[config.mk]
export PLATFORM = sky130hd
export DESIGN_NAME = wavetable_loader
export DESIGN_NICKNAME = d
export VERILOG_FILES = /design/src/rtl/wavetable_pkg.sv /design/src/rtl/wavetable_loader.sv
export SDC_FILE = /design/constraint.sdc
export NUM_CORES = 1
export LEC_CHECK = 0
export CAP_MARGIN = 25
export CORE_MARGIN = 4
export CORE_UTILIZATION = 50
export DETAILED_ROUTE_END_ITERATION = 10
export MAX_ROUTING_LAYER = met4
export PLACE_DENSITY = 0.89
export REMOVE_ABC_BUFFERS = 1
export SYNTH_ARGS = -nofsm -noshare
export SYNTH_HDL_FRONTEND = slang
export SYNTH_SLANG_ARGS = --single-unit
export TNS_END_PERCENT = 5
[constraint.sdc]
create_clock -name clk -period 4.9 [get_ports clk]
set_input_delay 0.49 -clock clk [delete_from_list [all_inputs] [get_ports clk]]
set_output_delay 0.49 -clock clk [all_outputs]
set_load 0.005 [all_outputs]
[src/rtl/wavetable_pkg.sv]
// Shared wavetable definitions: RAM geometry, entry byte order and loader states.
// Also used by the wavetable RAM and the oscillator read path.
package wavetable_pkg;

  localparam int WT_RAM_SIZE = 61;
  localparam int WT_ADDR_W   = 6;

  localparam int IDX_LEFT   = 0;
  localparam int IDX_RIGHT  = 1;
  localparam int IDX_FACTOR = 2;

  typedef enum logic [2:0] {
    LD_IDLE  = 3'd0,
    LD_GET_L = 3'd1,
    LD_GET_R = 3'd2,
    LD_GET_F = 3'd3,
    LD_WRITE = 3'd4,
    LD_DONE  = 3'd5
  } ld_state_e;

endpackage

[src/rtl/wavetable_loader.sv]
// Write-side master for the wavetable RAM: packs the parser byte stream into
// 24-bit entries and writes them to consecutive addresses, yielding to reads.
//
// state    | meaning
// IDLE     | waiting for a start request
// GET_L    | accepting the left waveform byte
// GET_R    | accepting the right waveform byte
// GET_F    | accepting the factor byte
// WRITE    | holding we until a cycle without a read collision
// DONE     | one-cycle completion pulse
module wavetable_loader
  import wavetable_pkg::*;
#(
  parameter int RAM_SIZE = WT_RAM_SIZE,
  parameter int ADDR_W   = WT_ADDR_W
) (
  input  logic              clk,
  input  logic              rst,
  input  logic              start,
  input  logic [ADDR_W-1:0] start_addr,
  input  logic [ADDR_W-1:0] count,
  input  logic [7:0]        in_data,
  input  logic              in_valid,
  output logic              in_ready,
  input  logic              re_busy,
  output logic              we,
  output logic [ADDR_W-1:0] addr_w,
  output logic [7:0]        waveform_left_w,
  output logic [7:0]        waveform_right_w,
  output logic [7:0]        factor_w,
  output logic              busy,
  output logic              done,
  output logic              error
);

  localparam logic [ADDR_W:0]   SIZE_C = (ADDR_W+1)'(RAM_SIZE);
  localparam logic [ADDR_W-1:0] LAST_C = ADDR_W'(RAM_SIZE - 1);
  localparam logic [ADDR_W-1:0] ONE_C  = ADDR_W'(1);

  ld_state_e         state_q, state_d;
  logic [ADDR_W-1:0] addr_q, addr_d;
  logic [ADDR_W-1:0] remain_q, remain_d;
  logic [7:0]        byte_q [3];
  logic [7:0]        byte_d [3];
  logic              error_q, error_d;

  logic accept;
  logic commit;
  logic start_ok;

  assign accept   = in_valid && in_ready;
  // The RAM read port wins any same-cycle collision, so only a read-free cycle commits.
  assign commit   = (state_q == LD_WRITE) && !re_busy;
  assign start_ok = (count != '0) && ({1'b0, count} <= SIZE_C) &&
                    ({1'b0, start_addr} < SIZE_C);

  always_comb begin
    state_d  = state_q;
    addr_d   = addr_q;
    remain_d = remain_q;
    byte_d   = byte_q;
    error_d  = 1'b0;
    unique case (state_q)
      LD_IDLE: begin
        if (start) begin
          if (start_ok) begin
            state_d  = LD_GET_L;
            addr_d   = start_addr;
            remain_d = count;
          end else begin
            error_d = 1'b1;
          end
        end
      end
      LD_GET_L: begin
        if (accept) begin
          byte_d[IDX_LEFT] = in_data;
          state_d          = LD_GET_R;
        end
      end
      LD_GET_R: begin
        if (accept) begin
          byte_d[IDX_RIGHT] = in_data;
          state_d           = LD_GET_F;
        end
      end
      LD_GET_F: begin
        if (accept) begin
          byte_d[IDX_FACTOR] = in_data;
          state_d            = LD_WRITE;
        end
      end
      LD_WRITE: begin
        if (commit) begin
          remain_d = remain_q - ONE_C;
          addr_d   = (addr_q == LAST_C) ? '0 : addr_q + ONE_C;
          state_d  = (remain_q > ONE_C) ? LD_GET_L : LD_DONE;
        end
      end
      LD_DONE: state_d = LD_IDLE;
      default: state_d = LD_IDLE;
    endcase
  end

  always_ff @(posedge clk or posedge rst) begin
    if (rst) begin
      state_q  <= LD_IDLE;
      addr_q   <= '0;
      remain_q <= '0;
      byte_q   <= '{default: 8'h00};
      error_q  <= 1'b0;
    end else begin
      state_q  <= state_d;
      addr_q   <= addr_d;
      remain_q <= remain_d;
      byte_q   <= byte_d;
      error_q  <= error_d;
    end
  end

  assign in_ready         = (state_q == LD_GET_L) || (state_q == LD_GET_R) ||
                            (state_q == LD_GET_F);
  assign we               = (state_q == LD_WRITE);
  assign busy             = (state_q != LD_IDLE);
  assign done             = (state_q == LD_DONE);
  assign error            = error_q;
  assign addr_w           = addr_q;
  assign waveform_left_w  = byte_q[IDX_LEFT];
  assign waveform_right_w = byte_q[IDX_RIGHT];
  assign factor_w         = byte_q[IDX_FACTOR];

endmodule

==> flow_summary.toml, run 1 <==
[routing]
vias = 1589
drt_iter0_markers = 86
detail-route-antenna-nets = 0
drt_first_pass_iters = 4
viasPerCell = 5.48
wl_per_cell_um = 15.0
route.detailed.drc = 0
routed_wl_um = 4340

[floorplanning]
pin_count = 60
dieWidth_um = 70.4
core_sq_um = 3720
start_util_pct = 52.4
dieHeight_um = 70.4
die-area_sq_um = 4950
rows = 22

[sta]
tightest_slew_ps = 737
timing.hold.ws_ps = 507
maxSlewViolCount = 0
rsz0062_at_grt = "false"
finalSetupViolations = 0
max_freq_ghz = 0.351
slew_headroom_pct = 50.8
min_period_ps = 2850
clock_skew_ps = 5.58
hold_viol_final = 0
setup_tns_ps = 0
finalCritPeriodShare_pct = 58.1

[job]
max-cap-violations = 0

[cts]
ctsHoldBuffers = 0
clk_pin_slew_ps = 80
clock_path_buffers = 2
numClockSinks = 40
clockRootBuffer = "clkbuf_8"
cts_resized = 0
cts_setup_buffers = 0
clk_latency_ps = 300
cts_max_level = 2
cts_tree = "yes"
cts_buffers = 5

[global_route]
use_met1_pct = 24.6
grt_pass1_vias = 1548
gr-total-overflow = 0
use_met3_pct = 6.47
grtUsageMet2_pct = 30.4
grt_pass1_wl_um = 7380
antenna_found_initial = 0
track_usage_pct = 19.6
busiest_layer = "met2"
grt_max_degree = 41

[yosys]
netlist_instances = 181
yosys.area_share.simple_pct = 15.8
synth_top_family_by_area = "simple AND/OR/NAND/NOR gates"
yosysUniqueCellTypes = 39
ys_ff_latch = 40
synth_adder_area_share_pct = 2.57
avgSynthCellArea_sq_um = 10.7
ys_warn_count = 0
ys_seq_area_share_pct = 51.4
synth_compound_area_share_pct = 11.3
synth_xor_area_share_pct = 0.450
netlist_area_sq_um = 1950
synth_mux_area_share_pct = 14.4

[worst_setup_path]
criticalPathCategory = "reg2out"
cp_cell_sequence = "nand2_1 > inv_2 > clkdlybuf4s50_1"
slowest_delay_ps = 650
crit_required_ps = 4410
cp_slowest_cell = "dfrtp_1"
arrival_ps = 2360
worstPathMaxFanout = 20
critPathCaptureType = "output pin"
setup.worst_path.start_class = "flop"

[placement]
port_buffers = 59
detailed_place_hpwl_um = 3270
gp_congestion = 0.784

[cells_and_area]
area_growth_syn_to_layout_pct = 38.1
final_nets = 270
diodes = 0
drive_above_1_share_pct = 17.4

[power]
max-vdd-ir-drop_mv = 0.409
p_leak_uw = 0.00112
power_density_nw_per_um2 = 590

[hold_path]
hold_path.class = "reg2reg"

[status]
outcome = "finished clean"
-- stage by stage --
| step | setup slack (ps) | area [sq um] | util, % | cells | total power (uW) |
|---|---|---|---|---|---|
| finish | 2050 | 2690 | 72.3 | 290 | 1580 |
| global route | 1880 | 2690 | 72.3 | 290 | 1700 |
| CTS | 2070 | 2680 | 72.2 | 289 | 1600 |
| detailed placement | 2180 | 2570 | 69.2 | 281 | 1330 |
| global placement | 2230 | 2560 | 69.0 | 280 | 1300 |
| floorplan | 2820 | 1890 | - | 172 | 927 |
-- layer usage --
metal / vias up / share of wire, %
met2: 43 / 51
li1: 765 / -
met4: 0 / 1.5
met1: 775 / 42
met3: 6 / 5.3
met5: - / 0
-- sequential cells by signal, indices dropped and copies added, names as in the netlist --
register / count
remain_q: 6
factor_w: 8
addr_w: 6
waveform_right_w: 8
waveform_left_w: 8
error: 1
state_q: 3
-- layout make-up --
cell class,count,area [sq um]
clock buffers,5,68.8
clock inverters,3,42.5
fillers,276,1030
inverters,7,26.3
multi-input cells,125,878
flip-flops and latches,40,1000
well taps,48,60.1
repair buffers,62,611
-- kinds of logic (layout without fill, tap and decap cells) --
family,after synthesis,after routing
AOI/OAI and AO/OA,37,37
xor gates and xnor gates,1,1
adders and majority gates,4,4
buffers and inverters,16,77
DFF,40,40
muxes,25,25
and+or+nand+nor,58,58
-- worst max-delay path, delay by kind of cell (launching register included) --
| kind | cells | cell delay, ps |
|---|---|---|
| DFF | 1 | 650 |
| buffers and inverters | 2 | 860 |
| and+or+nand+nor | 1 | 540 |
-- synthesized netlist by cell type, drive strengths merged --
master | n | area share, %
nor3b | 1 | 0.39
nand2 | 6 | 1.2
nor4 | 2 | 0.64
nor2 | 20 | 4.2
nor2b | 3 | 0.96
nand3 | 5 | 1.3
nand4b | 1 | 0.45
o41ai | 1 | 0.45
mux2 | 24 | 14
mux2i | 1 | 0.51
and2b | 1 | 0.39
and3 | 1 | 0.32
o21ai | 17 | 4.4
and3b | 1 | 0.45
a22oi | 2 | 0.77
or3 | 1 | 0.32
nand3b | 1 | 0.39
nand4 | 1 | 0.32
and2 | 1 | 0.32
o22ai | 2 | 0.64
a21oi | 11 | 3.0
buf | 4 | 1.7
or4 | 2 | 0.77
a31oi | 1 | 0.32
a211oi | 2 | 1.3
dfrtp | 40 | 51
clkbuf | 5 | 1.0
ha | 4 | 2.6
inv | 7 | 1.4
nor4bb | 2 | 1.0
o22a | 1 | 0.45
nor3 | 9 | 2.3
xor2 | 1 | 0.45
-- power by group --
group          switching (uW)  internal, uW  total, uW
Sequential                137           491        627
Clock                     116           151        267
Combinational             255           435        691
-- path summary, 6_finish.rpt --
path,startpoint,to,slack [ps],cells after the start
worst min register to register,factor_w[2]$_DFFE_PP0P_,factor_w[2]$_DFFE_PP0P_,510,1
worst max register to register,state_q[2]$_DFFE_PP0P_,addr_w[3]$_DFFE_PP0P_,2570,5
min in group asynchronous,rst,waveform_left_w[6]$_DFFE_PP0P_,600,3
worst min-delay path,factor_w[2]$_DFFE_PP0P_,factor_w[2]$_DFFE_PP0P_,510,1
max in group asynchronous,rst,factor_w[4]$_DFFE_PP0P_,3960,3
worst max-delay path,state_q[2]$_DFFE_PP0P_,we,2050,3
-- placed cells by master, fill, tap and decap left out, types with 2 or more instances in the layout --
master,synthesis,routed
or4_1,2,2
o22ai_1,2,2
nor4bb_2,0,2
dfrtp_1,40,40
nand3_1,5,5
inv_1,6,6
nor4_1,2,2
buf_4,0,2
a211oi_2,2,2
clkbuf_8,0,5
clkdlybuf4s50_1,0,59
nand2_1,6,6
nor3_1,9,9
nor2_1,19,19
nor2b_1,3,3
a21oi_1,10,10
o21ai_0,6,6
ha_1,4,4
o21ai_1,11,11
mux2_2,24,24
a22oi_1,2,2
Power figures use the tool's default switching activity.
==> inputs of run 2 (changes only) <==
Settings changed: CORE_UTILIZATION 50 to 46, PLACE_DENSITY 0.89 to 0.83.
Clock period 4.9 ns to 2.82 ns, I/O delays scaled along.
==> flow_summary.toml, run 2 (synthesis results as in run 1) <==
[sta]
finalSetupViolations = 0
fin_ws_ps = 602
slew_headroom_pct = 62.4
min_period_ps = 2220
hold_viol_final = 0
maxSlewViolCount = 0
setup_tns_ps = 0
rsz0062_at_grt = "false"
max_freq_ghz = 0.451
finalCritPeriodShare_pct = 78.6
timing.hold.ws_ps = 415
tightest_slew_ps = 558
clock_skew_ps = 4.17

[routing]
route.detailed.drc = 0
drt_first_pass_iters = 4
vias = 1580
drt_iter0_markers = 90
wl_per_cell_um = 15.4
routed_wl_um = 4520
detail-route-antenna-nets = 0
viasPerCell = 5.37

[global_route]
grt_pass1_wl_um = 7390
antenna_found_initial = 0
gr-total-overflow = 0
grt_max_degree = 41
grt_pass1_vias = 1569
track_usage_pct = 18.2

[cts]
cts_buffers = 5
clk_latency_ps = 290
clockRootBuffer = "clkbuf_8"
numClockSinks = 40
cts_setup_buffers = 0
clock_path_buffers = 2
cts_max_level = 2
cts_resized = 0
ctsHoldBuffers = 0
cts_tree = "yes"
clk_pin_slew_ps = 80

[floorplanning]
pin_count = 60
die-area_sq_um = 5330
dieWidth_um = 73.0
start_util_pct = 47.9
rows = 23
core_sq_um = 4060
dieHeight_um = 73.0

[placement]
port_buffers = 59
gp_congestion = 0.831
dp_slack_ps = 610
detailed_place_hpwl_um = 3250
place_area_sq_um = 2590

[worst_setup_path]
r2r-end = "addr_w[3]$_DFFE_PP0P_"
worst-r2r-cell-count = 6
arrival_ps = 1940
critPathCaptureType = "output pin"
criticalPathCategory = "reg2out"
crit_start = "state_q[2]$_DFFE_PP0P_"
worstPathMaxFanout = 20
crit_required_ps = 2540
setup.worst_path.start_class = "flop"
r2r_slack_ps = 760
r2r-start = "state_q[2]$_DFFE_PP0P_"

[job]
max-cap-violations = 0

[status]
outcome = "finished clean"

[cells_and_area]
layout_common_cells = "clkdlybuf4s50_1 (59), dfrtp_1 (40), mux2_2 (24), nor2_1 (19), o21ai_1 (11)"
area_growth_syn_to_layout_pct = 39.1
final_area_sq_um = 2710
diodes = 0
drive_above_1_share_pct = 17.6
mostFrequentLayoutCell = "clkdlybuf4s50_1"
fill_cells = 305
final_nets = 272

[hold_path]
hold_path.class = "in2async"

[power]
max-vdd-ir-drop_mv = 0.677
p_leak_uw = 0.00113
power_density_nw_per_um2 = 1030
-- run 2: how the worst max path moves through the flow --
stage | endpoint | cells past startpoint
CTS | we | 4
finish | we | 4
global route | we | 4
floorplan | waveform_right_w[0]$_DFFE_PP0P_ | 2
global placement | remain_q[2]$_DFFE_PP0P_ | 7
detailed placement | remain_q[2]$_DFFE_PP0P_ | 7
-- run 2: layout make-up --
type,instances,area (sq um),area share [%]
multi-input cells,125,872,32.2
clock buffers,5,68.8,2.54
clock inverters,3,47.5,1.76
repair buffers,64,628,23.2
inverters,7,26.3,0.971
flip-flops and latches,40,1000,37.0
well taps,50,62.6,2.31
-- run 2: per-stage QoR --
stage                     instances  total power, uW  utilization (%)
after floorplan                 172             1610                -
after global placement          286             2280             63.8
after detailed placement        286             2310             63.8
after CTS                       294             2810             66.7
after global routing            294             2980             66.7
final                           294             2780             66.7
-- run 2: worst max-delay path: stages (launching register included) --
cell and delay, ps:
dfrtp_1 640, nand2_1 90, buf_4 230, inv_2 150, clkdlybuf4s50_1 530
-- run 2: layer usage --
layer	up-vias	GRT usage, %	share of wire (%)
li1	769	-	-
met1	764	24.2	44
met2	41	27.8	50
met3	6	4.55	4.1
met4	0	4.92	2.0
met5	-	-	0
-- run 2: power by group --
part / total [uW] / switching (uW) / internal [uW] / leakage [uW]
registers: 1080 / 232 / 851 / 0.000482
clock network: 480 / 214 / 267 / 0.0000583
logic: 1220 / 452 / 765 / 0.000590
==> inputs of run 3 (changes only) <==
Clock period 2.82 ns to 2.06 ns, I/O delays scaled along.
==> flow_summary.toml, run 3 (synthesis results as in run 1) <==
[cts]
cts_buffers = 5
cts_setup_buffers = 0
numClockSinks = 40
clk_latency_ps = 290
cts_max_level = 2
clockRootBuffer = "clkbuf_8"
ctsHoldBuffers = 0
cts_tree = "yes"
clk_pin_slew_ps = 80
clock_path_buffers = 2

[global_route]
antenna_found_initial = 0
track_usage_pct = 19.4
grt_max_degree = 41
gr-total-overflow = 0
grt_pass1_wl_um = 7780
grt_pass1_vias = 1584

[worst_setup_path]
cp_cell_sequence = "buf_4 > or3_1 > clkdlybuf4s50_1"
critPathCaptureType = "output pin"
worstPathMaxFanout = 6
arrival_ps = 1670
cp_slowest_cell = "clkdlybuf4s50_1"
setup.worst_path.start_class = "flop"
crit_required_ps = 1850
slowest_delay_ps = 440
criticalPathCategory = "reg2out"

[routing]
detail-route-antenna-nets = 0
vias = 1617
route.detailed.drc = 0
drt_iter0_markers = 105
wl_per_cell_um = 15.5
viasPerCell = 5.39
drt_first_pass_iters = 4
routed_wl_um = 4640

[sta]
rsz0062_at_grt = "false"
finalCritPeriodShare_pct = 90.9
tightest_slew_ps = 504
min_period_ps = 1870
hold_viol_final = 0
clock_skew_ps = 5.23
timing.hold.ws_ps = 346
maxSlewViolCount = 0
fin_ws_ps = 187
max_freq_ghz = 0.534
slew_headroom_pct = 66.0
finalSetupViolations = 0

[status]
outcome = "finished clean"

[placement]
place_inst = 292
gp_congestion = 0.876
port_buffers = 59
dp_slack_ps = -123
detailed_place_hpwl_um = 3420

[floorplanning]
pin_count = 60
dieHeight_um = 73.0
die-area_sq_um = 5330
core_sq_um = 4060
dieWidth_um = 73.0
rows = 23
start_util_pct = 47.9

[cells_and_area]
drive_above_1_share_pct = 19.6
seq_area_sq_um = 1000
multiInputGateArea_sq_um = 876
mostFrequentLayoutCell = "clkdlybuf4s50_1"
diodes = 0
area_growth_syn_to_layout_pct = 41.8
fill_cells = 301
final_nets = 278
instances_no_fill = 300
layout_common_cells = "clkdlybuf4s50_1 (59), dfrtp_1 (40), mux2_2 (24), nor2_1 (19), o21ai_1 (11)"

[job]
max-cap-violations = 0

[power]
max-vdd-ir-drop_mv = 0.869
power_uw = 3870
p_leak_uw = 0.00116
power_density_nw_per_um2 = 1400

[hold_path]
hold_path.class = "in2async"
-- run 3: cell types whose count changed in the layout (fill, tap and decap cells not counted), sizes merged --
| cell | before | now |
|---|---|---|
| buf | 5 | 11 |
| clkbuf | 5 | 6 |
| clkinv | 2 | 1 |
-- run 3: through the flow --
stage | utilization (%) | setup TNS (ps) | cell area [sq um]
after floorplan | - | 0 | 1890
after global placement | 65.2 | -67.7 | 2650
after detailed placement | 65.2 | -618 | 2650
after CTS | 67.9 | 0 | 2760
after global routing | 68.0 | 0 | 2760
final | 68.0 | 0 | 2760
-- run 3: repair_timing --
item                                   CTS  global route
setup endpoints to repair                0             1
endpoints found under the hold margin    0             0
gates resized for setup                  0             1
-- run 3: area by class of cell --
cell class / count / area share [%]
well taps: 50 / 2.27
repair buffers: 70 / 24.9
clock inverters: 2 / 1.27
multi-input cells: 125 / 31.7
flip-flops and latches: 40 / 36.3
inverters: 7 / 0.952
clock buffers: 6 / 2.63
-- run 3: path summary, 6_finish.rpt --
kind,from,endpoint,slack [ps],cells after the start
worst max-delay path,state_q[1]$_DFFE_PP0P_,busy,190,3
worst min-delay path,rst,addr_w[5]$_DFFE_PP0P_,350,3
worst max register to register,state_q[2]$_DFFE_PP0P_,addr_w[2]$_DFFE_PP0P_,210,6
worst min register to register,factor_w[5]$_DFFE_PP0P_,factor_w[5]$_DFFE_PP0P_,510,1
max in group asynchronous,rst,remain_q[5]$_DFFE_PP0P_,1370,3
min in group clk,factor_w[5]$_DFFE_PP0P_,factor_w[5]$_DFFE_PP0P_,510,1
-- run 3: per-layer routing --
layer	GRT usage (%)	vias to the layer above	share of wire, %
li1	-	782	-
met1	24.9	782	41
met2	30.7	48	52
met3	4.41	5	5.6
met4	5.74	0	0.86
met5	-	-	0
-- run 3: worst max-delay path, delay by kind of cell, from the launching register on --
family	cells	cell delay (ps)
buffers and inverters	2	610
flip-flops	1	420
AND/OR/NAND/NOR	1	350
-- run 3: power by group --
group	internal [uW]	leakage [uW]	total, uW	switching (uW)
Combinational	1120	0.000626	1790	679
Clock	360	0.0000552	628	268
Sequential	1170	0.000482	1450	281
